--- src/rtl/dsp_v8_pkg.sv ---
// Shared types and sizing helpers for the V8 vector DSP datapath.
// Default lane geometry and the serializer state encoding live here.
package dsp_v8_pkg;

    localparam int unsigned DEF_REG_WIDTH = 16;
    localparam int unsigned DEF_VECTOR    = 8;

    // Lane index width; a single-lane build still carries a 1-bit index.
    function automatic int unsigned lane_idx_w(input int unsigned n);
        return (n <= 1) ? 1 : $clog2(n);
    endfunction

    typedef enum logic {
        IDLE = 1'b0,
        SEND = 1'b1
    } ser_state_t;

endpackage

--- src/rtl/vector_lane_serializer_v8.sv ---
// Serializes one captured (a, b) vector into per-lane beats on a valid/ready stream.
// A new vector may be captured on the last-beat transfer, so back-to-back vectors have no bubble.
module vector_lane_serializer_v8
    import dsp_v8_pkg::*;
#(
    parameter int unsigned REG_WIDTH = DEF_REG_WIDTH,
    parameter int unsigned VECTOR    = DEF_VECTOR,
    localparam int unsigned IDX_W    = lane_idx_w(VECTOR)
) (
    input  logic                 clk,
    input  logic                 rst,
    input  logic                 in_valid,
    output logic                 in_ready,
    input  logic [REG_WIDTH-1:0] in_a [VECTOR-1:0],
    input  logic [REG_WIDTH-1:0] in_b [VECTOR-1:0],
    output logic                 out_valid,
    input  logic                 out_ready,
    output logic [REG_WIDTH-1:0] out_a,
    output logic [REG_WIDTH-1:0] out_b,
    output logic [IDX_W-1:0]     out_lane,
    output logic                 out_last
);

    localparam logic [IDX_W-1:0] LAST_IDX = IDX_W'(VECTOR - 1);

    ser_state_t           state;
    logic [IDX_W-1:0]     idx;
    logic [REG_WIDTH-1:0] hold_a [VECTOR-1:0];
    logic [REG_WIDTH-1:0] hold_b [VECTOR-1:0];

    logic is_last;
    logic accept;
    logic capture;

    assign is_last = (idx == LAST_IDX);
    assign accept  = (state == IDLE) || (out_ready && is_last);
    assign capture = in_valid && accept;

    // Gated by rst so upstream never sees a capture opportunity while in reset.
    assign in_ready  = !rst && accept;
    assign out_valid = (state == SEND);
    assign out_lane  = idx;
    assign out_last  = is_last;

    // Lane select; idx never exceeds VECTOR-1, so the default is unreachable.
    always_comb begin
        out_a = '0;
        out_b = '0;
        for (int i = 0; i < int'(VECTOR); i++) begin
            if (idx == IDX_W'(i)) begin
                out_a = hold_a[i];
                out_b = hold_b[i];
            end
        end
    end

    always_ff @(posedge clk or posedge rst) begin
        if (rst) begin
            state <= IDLE;
            idx   <= '0;
            for (int i = 0; i < int'(VECTOR); i++) begin
                hold_a[i] <= '0;
                hold_b[i] <= '0;
            end
        end else if (capture) begin
            // Covers both the idle capture and the last-beat reload.
            state <= SEND;
            idx   <= '0;
            for (int i = 0; i < int'(VECTOR); i++) begin
                hold_a[i] <= in_a[i];
                hold_b[i] <= in_b[i];
            end
        end else if (state == SEND && out_ready) begin
            if (is_last) begin
                state <= IDLE;
                idx   <= '0;
            end else begin
                idx <= idx + IDX_W'(1);
            end
        end
    end

endmodule

--- config.mk ---
export PLATFORM = sky130hd
export DESIGN_NAME = vector_lane_serializer_v8
export DESIGN_NICKNAME = d
export VERILOG_FILES = /design/src/rtl/dsp_v8_pkg.sv /design/src/rtl/vector_lane_serializer_v8.sv
export SDC_FILE = /design/constraint.sdc
export NUM_CORES = 1
export LEC_CHECK = 0
export CAP_MARGIN = 10
export CORE_MARGIN = 3
export CORE_UTILIZATION = 52
export DETAILED_ROUTE_END_ITERATION = 12
export GPL_ROUTABILITY_DRIVEN = 0
export GPL_TIMING_DRIVEN = 1
export PLACE_DENSITY = 0.79
export SLEW_MARGIN = 10
export SYNTH_ARGS = -nofsm -noshare
export SYNTH_HDL_FRONTEND = slang
export SYNTH_SLANG_ARGS = --single-unit
--- constraint.sdc ---
create_clock -name clk -period 10.13 [get_ports clk]
set_input_delay 2.026 -clock clk [delete_from_list [all_inputs] [get_ports clk]]
set_output_delay 2.026 -clock clk [all_outputs]
set_load 0.1 [all_outputs]
==> reports/metrics.yaml <==
floorplan:
  rows: 59
  initial_core_util_pct: 52.92
  die_w_um: 169.1
  core-area_mm2: 0.02613
  die_h_um: 169.1
  num_io_pins: 298
  dieArea_mm2: 0.02859
layout:
  synthToLayoutAreaGrowth_pct: 26.55
  mostFrequentLayoutCells: "297 x clkdlybuf4s50_1, 260 x dfrtp_1, 240 x mux2_4"
  layout.nets: 1566
  mostFrequentLayoutCell: "clkdlybuf4s50_1"
  final_util_pct: 66.97
  layout-drive-gt1-share_pct: 26.59
  fin_cells: 1666
place:
  dpl.cell_count: 1604
  preCtsSetupSlack_ns: 3.536
  io_buffers: 297
  hpwlAfterDp_um: 27280
worst_setup_path:
  cp_slowest_stage_delay_ns: 1.17
  critPathLaunchType: "register"
  required_ns: 8.10
  worstPathArrival_ns: 5.23
  path_max_fanout: 35
  critical_path_class: "register to primary output"
  slowest_stage: "clkdlybuf4s50_1"
  path_cells: "clkinv_1 -> ha_1 -> buf_4 -> or2_2 -> a221oi_1 -> o22ai_1 -> a21oi_1 -> clkdlybuf4s50_1"
  worstSetupEndpointType: "primary output"
clock_network:
  clockBufferDepth: 3
  cts-root-buf: "clkbuf_16"
  path_clk_slew_ns: 0.06
  post_cts.repair.setup_buffers: 0
  numCtsBuffers: 29
  cts_max_level: 1
  cts_sinks: 260
  clk_latency_ns: 0.53
  cts_tree: "done"
  hold_buffers: 0
  post_cts_resize_count: 0
global_route:
  grt_busiest_layer: "met1"
  grt_pass1_wl_um: 59210
  met3_usage_pct: 6.609
  met1_usage_pct: 41.62
  met2_usage_pct: 35.74
  grt_util_all_layers_pct: 26.77
  overflow: 0
  grt_max_degree: 122
  grt_pass1_vias: 9748
  grt_antenna_before_repair: 11
pwr:
  p_leak_uw: 0.008266
  powerDensity_mw_per_mm2: 368.8
  peakVddDrop_v: 0.0003219
timing:
  worst_hold_slack_ns: 0.5023
  tightest_slew_ns: 1.088
  finalSetupTns_ns: 0
  clock_skew_ns: 0.01114
  slew_headroom_pct: 27.50
  fin_ws_ns: 2.876
  slew_viol_final: 0
  min_period_ns: 7.254
  fin_crit_sh_pct: 71.61
  hold_violations: 0
  timing.fmax_mhz: 137.8
  setup_violations: 0
  rsz0062_at_grt: "false"
logic_synthesis:
  yosys.area_share.simple_pct: 5.465
  syn_nets: 1315
  syn_inst: 1049
  synth_xor_area_share_pct: 0
  synth_cell_types: 32
  netlist_area_mm2: 0.01383
  synth_compound_area_share_pct: 11.76
  ys_seq_elements: 260
  synth_mux_area_share_pct: 27.43
  synth_top_family_by_area: "multiplexers"
  yosys.area_share.adder_pct: 0.5428
  syn_area_per_cell_um2: 13.18
  synth-seq-area-share_pct: 47.05
  synth_warnings: 0
flow_run:
  cap_violations: 0
drt:
  vias_per_cell: 5.693
  drc: 0
  drt_pre_antenna_iters: 5
  final_antenna_net_count: 0
  wl_um: 39530
  dr_total_vias: 9485
  routedWlPerCell_um: 23.73
  drt_iter0_drc: 949
outcome:
  status: "complete, no violations"
min_path:
  min_path_type: "register to register"
==> Yosys cell counts <==
master | instances | share of area [%]
buf_8 | 2 | 0.22
nand2b_1 | 33 | 1.5
ha_1 | 6 | 0.54
o22ai_1 | 32 | 1.4
nand4_1 | 1 | 0.045
a21boi_2 | 1 | 0.081
o2bb2ai_1 | 1 | 0.063
nand2b_4 | 1 | 0.099
buf_6 | 3 | 0.24
buf_1 | 3 | 0.081
a221oi_2 | 30 | 3.3
or2_1 | 1 | 0.045
mux2_2 | 16 | 1.3
nand3b_1 | 32 | 1.7
clkinv_1 | 1 | 0.027
inv_1 | 67 | 1.8
dfrtp_1 | 260 | 47
a31oi_1 | 32 | 1.4
nand2_1 | 70 | 1.9
nor2_1 | 2 | 0.054
a221oi_1 | 2 | 0.13
buf_12 | 26 | 3.8
o31ai_1 | 33 | 1.8
a32o_1 | 1 | 0.072
mux2_4 | 240 | 26
or2_2 | 1 | 0.045
a21oi_1 | 96 | 3.5
buf_4 | 2 | 0.11
mux2i_1 | 1 | 0.072
buf_2 | 9 | 0.33
nor2b_1 | 1 | 0.045
clkbuf_1 | 43 | 1.2
==> path summary, 6_finish.rpt <==
check | start | end | slack, ns | cells after the start
min in group asynchronous | rst | out_lane[2] | 2.06 | 2
setup / recovery | out_lane[2] | out_a[15] | 2.88 | 8
hold / removal | hold_b[118] | hold_b[118] | 0.50 | 1
setup reg to reg | out_lane[0] | hold_b[77] | 6.38 | 7
max in group asynchronous | rst | hold_b[46] | 6.49 | 3
hold reg to reg | hold_b[118] | hold_b[118] | 0.50 | 1
==> sequential cells by signal, indices dropped and copies added, names as in the netlist <==
signal and cells:
out_valid 1, hold_a 128, hold_b 128, out_lane 3
==> per-layer routing <==
metal  vias to the layer above  routed length [µm]  part of all wire, %
met4                         0                1272                  3.2
met2                       459               16490                   42
met5                         -                   0                    0
li1                       4243                   -                    -
met3                        71                3201                  8.1
met1                      4712               18570                   47
==> where the power goes <==
group	leakage (µW)	total (µW)	internal, µW	switching [µW]
combinational	0.00464	3530	1370	2170
clock	0.000457	1040	618	423
sequential	0.00317	1880	1550	332
total	0.00827	6450	3530	2920
==> critical path: cells and delay by family, from the launching register on <==
kind	cells	cell delay (ns)
flops	1	0.35
compound gates	3	0.83
buf+inv	3	2.24
simple gates	1	0.68
fa+ha+maj	1	0.59
==> cells by family (layout without fill, tap and decap cells) <==
group	after synthesis	count (layout)
other cells	0	11
buf+inv	156	427
flops	260	260
mux	257	257
simple gates	142	142
compound gates	228	228
fa+ha+maj	6	6
==> through the flow <==
stage               power [µW]  cell area (µm²)
floorplan                 4515            13830
global placement          5318            16540
detailed placement        5355            16540
CTS                       6432            17470
global route              6729            17500
finish                    6454            17500
==> layout make-up <==
class	count	area (µm²)
Antenna cell	11	27.53
Tap cell	335	419.2
Inverter	68	262.8
Clock buffer	42	834.6
Clock inverter	9	100.1
Multi-Input combinational cell	633	6284
Timing Repair Buffer	308	3068
Sequential cell	260	6506
Fill cell	1934	8631
No activity file was read; power rests on OpenSTA's default activity.
